## config.mk

```make
export PLATFORM = sky130hd
export DESIGN_NAME = imem_loader
export DESIGN_NICKNAME = d
export VERILOG_FILES = /design/src/rtl/imem_loader.sv
export SDC_FILE = /design/constraint.sdc
export NUM_CORES = 1
export LEC_CHECK = 0
export CORE_UTILIZATION = 40
export CTS_CLUSTER_SIZE = 14
export DETAILED_ROUTE_END_ITERATION = 12
export HOLD_SLACK_MARGIN = 0.08
export PLACE_DENSITY_LB_ADDON = 0.3
export SETUP_SLACK_MARGIN = 0.2
export SLEW_MARGIN = 20
export SYNTH_ARGS = -nofsm -noshare
export SYNTH_HDL_FRONTEND = slang
export SYNTH_SLANG_ARGS = --single-unit
```

## constraint.sdc

```tcl
create_clock -name clk -period 1.7 [get_ports clk]
set_input_delay 0.51 -clock clk [delete_from_list [all_inputs] [get_ports clk]]
set_output_delay 0.51 -clock clk [all_outputs]
set_load 0.01 [all_outputs]
```

## src/rtl/imem_loader.sv

```systemverilog
// rtl/imem_loader.sv - boot loader packing a byte stream into i_mem words
//
// Purpose: accepts boot bytes over a valid/ready handshake and packs each
// group of four into a 32-bit word, little-endian. Words are written to
// consecutive word addresses starting at 0. The core's fetch stage is held
// stalled while a load is in progress.
//
// Optional feature: define IMEM_LOADER_CSUM_EN to append a one-byte checksum
// to every non-empty load. The load is good when the 8-bit sum of all data
// bytes plus the checksum byte is zero mod 256.
//
// Ports:
//   clk, rst       rising-edge clock, synchronous active-high reset
//   start, len     begin a load of len words (clamped to DEPTH)
//   in_valid/in_byte/in_ready   boot byte handshake
//   wr_addr0/wr_din0/we0        i_mem write port (byte address, word, strobe)
//   core_hold, busy             load in progress
//   done                        sticky completion flag
//   word_cnt                    words written in the current load
//   csum_err                    checksum mismatch (0 when the feature is off)
module imem_loader #(
    parameter int WIDTH = 32,
    parameter int DEPTH = 4,
    parameter int CW    = $clog2(DEPTH) + 1
) (
    input  logic             clk,
    input  logic             rst,
    input  logic             start,
    input  logic [CW-1:0]    len,
    input  logic             in_valid,
    input  logic [7:0]       in_byte,
    output logic             in_ready,
    output logic [31:0]      wr_addr0,
    output logic [WIDTH-1:0] wr_din0,
    output logic             we0,
    output logic             core_hold,
    output logic             busy,
    output logic             done,
    output logic [CW-1:0]    word_cnt,
    output logic             csum_err
);

`ifdef IMEM_LOADER_CSUM_EN
    typedef enum logic [2:0] {IDLE, RECV, WRITE, CHECK, DONE} state_t;
`else
    typedef enum logic [2:0] {IDLE, RECV, WRITE, DONE} state_t;
`endif

    state_t        state;
    logic [CW-1:0] len_eff;
    logic [1:0]    byte_idx;
    logic [23:0]   word_q;     // lanes 0..2; lane 3 goes straight to wr_din0
    logic [CW-1:0] cnt_next;

    assign cnt_next = word_cnt + CW'(1);

    // Handshake and status strobes depend on the state register only.
    assign we0 = (state == WRITE);
`ifdef IMEM_LOADER_CSUM_EN
    logic [7:0] sum;
    assign in_ready = (state == RECV) || (state == CHECK);
    assign busy     = (state == RECV) || (state == WRITE) || (state == CHECK);
`else
    assign in_ready = (state == RECV);
    assign busy     = (state == RECV) || (state == WRITE);
    assign csum_err = 1'b0;
`endif
    assign core_hold = busy;

    always_ff @(posedge clk) begin
        if (rst) begin
            state    <= IDLE;
            len_eff  <= '0;
            byte_idx <= '0;
            word_q   <= '0;
            word_cnt <= '0;
            wr_addr0 <= '0;
            wr_din0  <= '0;
            done     <= 1'b0;
`ifdef IMEM_LOADER_CSUM_EN
            sum      <= '0;
            csum_err <= 1'b0;
`endif
        end else begin
            case (state)
                IDLE, DONE: begin
                    if (start) begin
                        len_eff  <= (len > CW'(DEPTH)) ? CW'(DEPTH) : len;
                        word_cnt <= '0;
                        byte_idx <= '0;
                        word_q   <= '0;
`ifdef IMEM_LOADER_CSUM_EN
                        sum      <= '0;
                        csum_err <= 1'b0;
`endif
                        // A zero-length load completes immediately.
                        if (len == '0) begin
                            done  <= 1'b1;
                            state <= DONE;
                        end else begin
                            done  <= 1'b0;
                            state <= RECV;
                        end
                    end
                end
                RECV: begin
                    if (in_valid) begin
                        byte_idx <= byte_idx + 2'd1;
`ifdef IMEM_LOADER_CSUM_EN
                        sum      <= sum + in_byte;
`endif
                        case (byte_idx)
                            2'd0: word_q[7:0]   <= in_byte;
                            2'd1: word_q[15:8]  <= in_byte;
                            2'd2: word_q[23:16] <= in_byte;
                            default: begin
                                // Present address and data for the WRITE cycle.
                                wr_din0  <= {in_byte, word_q};
                                wr_addr0 <= {{(32-CW-2){1'b0}}, word_cnt, 2'b00};
                                state    <= WRITE;
                            end
                        endcase
                    end
                end
                WRITE: begin
                    word_cnt <= cnt_next;
                    if (cnt_next == len_eff) begin
`ifdef IMEM_LOADER_CSUM_EN
                        state <= CHECK;
`else
                        done  <= 1'b1;
                        state <= DONE;
`endif
                    end else begin
                        state <= RECV;
                    end
                end
`ifdef IMEM_LOADER_CSUM_EN
                CHECK: begin
                    if (in_valid) begin
                        csum_err <= ((sum + in_byte) != 8'd0);
                        done     <= 1'b1;
                        state    <= DONE;
                    end
                end
`endif
                default: state <= IDLE;
            endcase
        end
    end

endmodule
```

### After elaboration in Yosys (flattened, before gate mapping)

Cells that the tools add are included.

| cells by class | value |
|---|---|
| $add $sub $neg | 2 |
| $lt $le $gt $ge | 1 |
| equality and inequality tests | 13 |
| mux-type cells | 22 |
| bitwise gates (word level) | 1 |
| reductions and logical operators | 17 |

Operators by type and width:

| kind | number |
|---|---|
| 24-bit 2-to-1 mux | 2 |
| 24-bit one-hot mux with 2 select lines | 1 |
| 8-bit 2-to-1 mux | 3 |
| 3-bit 2-to-1 mux | 5 |
| 3-bit AND reduction | 4 |
| 4-bit AND reduction | 3 |
| 3-bit one-hot mux with 3 select lines | 1 |
| 2-bit 2-to-1 mux | 4 |
| 2-bit by 1-bit inequality test with 1-bit output (second input constant) | 4 |
| 3-bit by 2-bit == test with 1-bit output (second input constant) | 2 |
| 3-bit zero test | 2 |
| 2-bit inequality test (second input constant) | 3 |
| 3-bit one-hot mux with 2 select lines | 1 |
| 2-bit one-hot mux with 2 select lines | 1 |
| 2-bit AND reduction | 2 |
| 2-bit nonzero test | 2 |
| 3-bit by 1-bit adder with 3-bit output (second input constant) | 1 |
| 3-bit by 1-bit == test with 1-bit output (second input constant) | 1 |
| 3-bit == test | 1 |
| 3-bit greater-than comparator (second input constant) | 1 |
| 1-bit 2-to-1 mux | 3 |
| 3-bit OR reduction | 1 |
| 2-bit by 1-bit adder with 2-bit output (second input constant) | 1 |
| 2-bit by 1-bit == test with 1-bit output (second input constant) | 1 |
| 6 further kinds | 6 |

| storage, ports and cells | value |
|---|---|
| register bits after elaboration | 71 |
| bits of input ports | 15 |
| output and inout bits | 73 |
| word-level logic and storage cells | 66 |

### Longest topological paths before layout

| logic depth | value |
|---|---|
| word-level depth | 5 |
| gate-level depth with buffers | 8 |
| gate-level depth less buffers | 6 |

### Least setup slack after synthesis

OpenSTA, ideal clock, no wires.

| timing | value |
|---|---|
| path type | register to register |
| start point | register state[0] |
| end point | register word_q[0] |
| setup time | 0.124 ns |
| arrival | 1.574 ns |
| path slack | 0.001 ns |
| stages on the path, launching flop included | 8 |
| path buffers | 1 |
| clock period less this slack | 1.699 ns |
| cell sequence | dfxtp_1 inv_1 ha_1 buf_6 mux2i_4 a21oi_4 mux2i_1 nor2_1 |

| on the way | value |
|---|---|
| word-level cells in the longest chain between the ends | 4 |
| elaborated cells on any way between the ends | 10 |

RTL lines:

| what | line | text |
|---|---|---|
| from (decl) | 49 | `state_t state;` |
| from (signal assigned) | 72 | `state <= IDLE;` |
| from (signal assigned) | 99 | `state <= DONE;` |
| from (signal assigned) | 102 | `state <= RECV;` |
| 3-bit by 2-bit == test with 1-bit output / 3-bit zero test (equally long branches) | 85 | `case (state)` |
| 2-bit OR reduction | 85 |  |
| 2-bit inequality test (no line) / 2-bit nonzero test (equally long branches) | n/a |  |
| 4-bit AND reduction (no line) | n/a |  |
| to (signal assigned) | 113 | `2'd0: word_q[7:0] <= in_byte;` |
| to (decl) | 52 | `logic [23:0] word_q;` |

Parallel ways exist; a longest one is shown, timed or not.
A chain may end at the register's enable or synchronous reset.

### Worst setup path in the final report

| timing | value |
|---|---|
| start point | register state[0] |
| end point | register word_q[15] |

The elaborated chain is that of the path after synthesis.

==> results.md <==
* Post-Synth Adder-Cell Area at 3.217%
* Vias per Instance at 4.773
* Clock Latency Late Sink at 0.34 ns
* Post-synth EDFFs at 0
* FF+latch count, synth at 70
* Critical path data required time at 1.93 ns
* Total number of vias at 2606
* Die area at 0.008136 mm^2
* Crit path capture type: flop
* Largest family of logic cells by synthesized area: simple AND/OR/NAND/NOR gates
* Share of layout cells above drive strength 1 at 23.49%
* GRT Max-Usage Layer: met2
* RePlAce Congestion at 0.8233
* Cells along the critical path: inv_2, ha_4, buf_6, mux2i_4, a21oi_4, buf_12, mux2i_1, nor2_1
* Detailed Route WL at 7.495 mm
* Kind of critical path: reg2reg
* Post-synth ARST share at 0%
* Initial antenna violation count at 0
* Pwr dens at 1443 mW/mm^2
* Final Max Slew Viols at 0
* Worst Hold Class: reg2reg
* Hold Buf Count CTS at 0
* Sum of buffers and inverters on the critical path at 3
* RSZ-0062 raised after global routing: true
* Period utilization at 100.6%
* Fillers at 659
* Crit-path max FO at 8
* Peak VDD IR at 0.001045 V
* Clk_skew at 0.006806 ns
* CTS Buffer Depth at 2
* Placed cell area at 0.003804 mm^2
* Sequential area share after synthesis at 45.03%
* Syn. warnings at 0
* GRT met3 Usage at 3.130%
* DRC viols at 0
* Placeable Area at 0.007370 mm^2
* Global-route wire length before repair at 11.34 mm
* Max-cap violations at 0
* Num CTS Buffers at 9
* Pre-antenna DRT Iters at 4
* Antenna cell count at 0
* Area grow syn2layout at 40.89%
* Fmax at 0.5848 GHz
* Synth Flop Type: dfxtp_1
* Mux share of post-synthesis cell area at 8.444%
* Num rows at 31
* Wire per inst at 13.73 um
* Nets at 466
* GRT met1 Usage at 22.74%
* Buffers on Ports at 57
* Number of library cell types mapped by synthesis at 35
* Violated checks: negative setup slack
* Worst-path clk slew at 0.07 ns
* Starting Density at 42.22%
* Die Wd at 90.20 um
* Initial DRC Count at 109
* Met2 usage at 27.74%
* Largest net degree at the start of global routing at 43
* I/O pin total at 88
* Slowest CP cell: mux2i_4
* Root buffer cell: clkbuf_8
* CP Launch Type: flop
* Critical path arrival at 1.94 ns
* Total track usage at 17.55%
* Final Setup Violations at 1
* CTS tree: built
* Synth Area in XOR/XNOR at 1.126%
* Simple-Gate Fraction of Synth Area at 19.18%
* Antenna Violating Nets Remaining at 0
* Largest stage delay on the critical path at 0.37 ns
* Final HPWL DP at 4.606 mm
* Cells after synthesis at 357
* CTS Sinks at 70
* Worst setup margin at -0.01004 ns
* Syn_area_per_cell at 8.716 um^2
* Status: complete, but fails checks
* Tot Pwr at 6327 uW
* Leakage at 0.001838 uW
* Synth Cell Area at 0.003112 mm^2
* Die height at 90.20 um
* Gr ovfl total at 0
* Compound-cell area share of the yosys netlist at 10.53%
* Min Tclk post-route at 1.710 ns
* Vias in the first global route at 2363
* H-tree levels at 3
* Fin area at 0.004384 mm^2
* Hold Vio Cnt, Final at 0
* CP delay by family, top: multiplexers
==> what timing repair did <==
item,CTS,global route
gates cloned,1,5
gates resized for setup,93,38
pin swaps,8,6
setup endpoints to repair,109,81
setup buffers,3,6
==> flip-flops by register name, indices dropped and copies added, names as in the netlist <==
name / flops
byte_idx: 2
done: 1
len_eff: 3
state: 2
word_cnt: 3
word_q: 24
wr_addr0: 3
wr_din0: 32
==> cells by family (layout without fill, tap and decap cells) <==
logic type / count (synthesis) / count (layout)
muxes: 25 / 25
and+or+nand+nor: 138 / 138
AOI/OAI and AO/OA: 56 / 56
xor gates and xnor gates: 4 / 4
other: 1 / 30
DFF: 70 / 70
buffers and inverters: 55 / 116
adders and majority gates: 8 / 8
==> synthesized netlist by cell type, drive strengths merged, types with 3 or more instances <==
cell type,number,share of area (%)
a21oi,46,8.5
and2,8,1.9
buf,40,9.5
clkbuf,8,1.6
dfxtp,70,45
ha,8,3.2
inv,5,0.60
mux2i,25,8.4
nand2,80,9.7
nand3,3,0.48
nor2,33,4.0
nor3b,4,0.97
o21ai,5,0.80
==> metal layers <==
metal	wire, um	up-vias
met5	0	-
met4	139	0
met3	241	15
met2	3649	75
met1	3463	1234
li1	-	1282
==> final timing paths <==
path | start | slack (ns) | cells past startpoint | endpoint
setup / recovery | state[0]$_SDFFE_PP0P_ | -0.01 | 8 | word_q[15]$_SDFFE_PP0P_
hold / removal | word_q[5]$_SDFFE_PP0P_ | 0.45 | 2 | wr_din0[5]$_SDFFE_PP0P_
setup reg to reg | state[0]$_SDFFE_PP0P_ | -0.01 | 8 | word_q[15]$_SDFFE_PP0P_
hold reg to reg | word_q[5]$_SDFFE_PP0P_ | 0.45 | 2 | wr_din0[5]$_SDFFE_PP0P_
==> power breakdown <==
group          total [uW]  switching (uW)  leakage [uW]  internal (uW)
Sequential           1910             114      0.000568           1800
Clock                1730             612      0.000122           1110
Combinational        2690            1250       0.00115           1440
Total                6330            1970       0.00184           4350
==> cell usage in the layout, fill, tap and decap left out, drive strengths merged, types with 3 or more instances in the layout <==
cell type      Yosys  routed
nor3b              4       4
mux2i             25      25
clkdlybuf4s50      0      11
nand2             80      80
conb               1      30
nand3              3       3
dlygate4sd2        0      25
a21oi             46      46
o21ai              5       5
inv                5       5
dfxtp             70      70
bufinv             0       4
clkdlybuf4s15      0      13
ha                 8       8
buf               40      40
clkbuf             8      16
nor2              33      33
and2               8       8
==> worst register-to-register path: cells and delay by family, from the launching register on <==
family	cells	cell delay, ns
simple gates	1	0.06
flops	1	0.34
fa+ha+maj	1	0.27
mux	2	0.55
compound gates	1	0.06
buf+inv	3	0.33
==> cell type report <==
type / count / area, um^2 / share of cell area [%]
repair buffers: 96 / 1002 / 22.86
flip-flops and latches: 70 / 1409 / 32.13
well taps: 99 / 123.9 / 2.825
inverters: 5 / 23.77 / 0.5422
clock inverters: 6 / 135.1 / 3.082
clock buffers: 9 / 123.9 / 2.825
multi-input cells: 261 / 1567 / 35.73
==> through the flow <==
stage	TNS, ns	util [%]	worst slack (ns)	cells	hold WS, ns
global route	-1.144	59.49	-0.09812	546	0.4738
global placement	-11.87	51.61	-0.2197	516	0.4431
CTS	0	56.54	0.01464	535	0.4533
finish	-0.01004	59.49	-0.01004	546	0.4502
detailed placement	-13.03	51.61	-0.3264	516	0.4428
floorplan	0	-	0.05569	386	0.4312
Note: power is estimated with default switching activity, not from simulation.
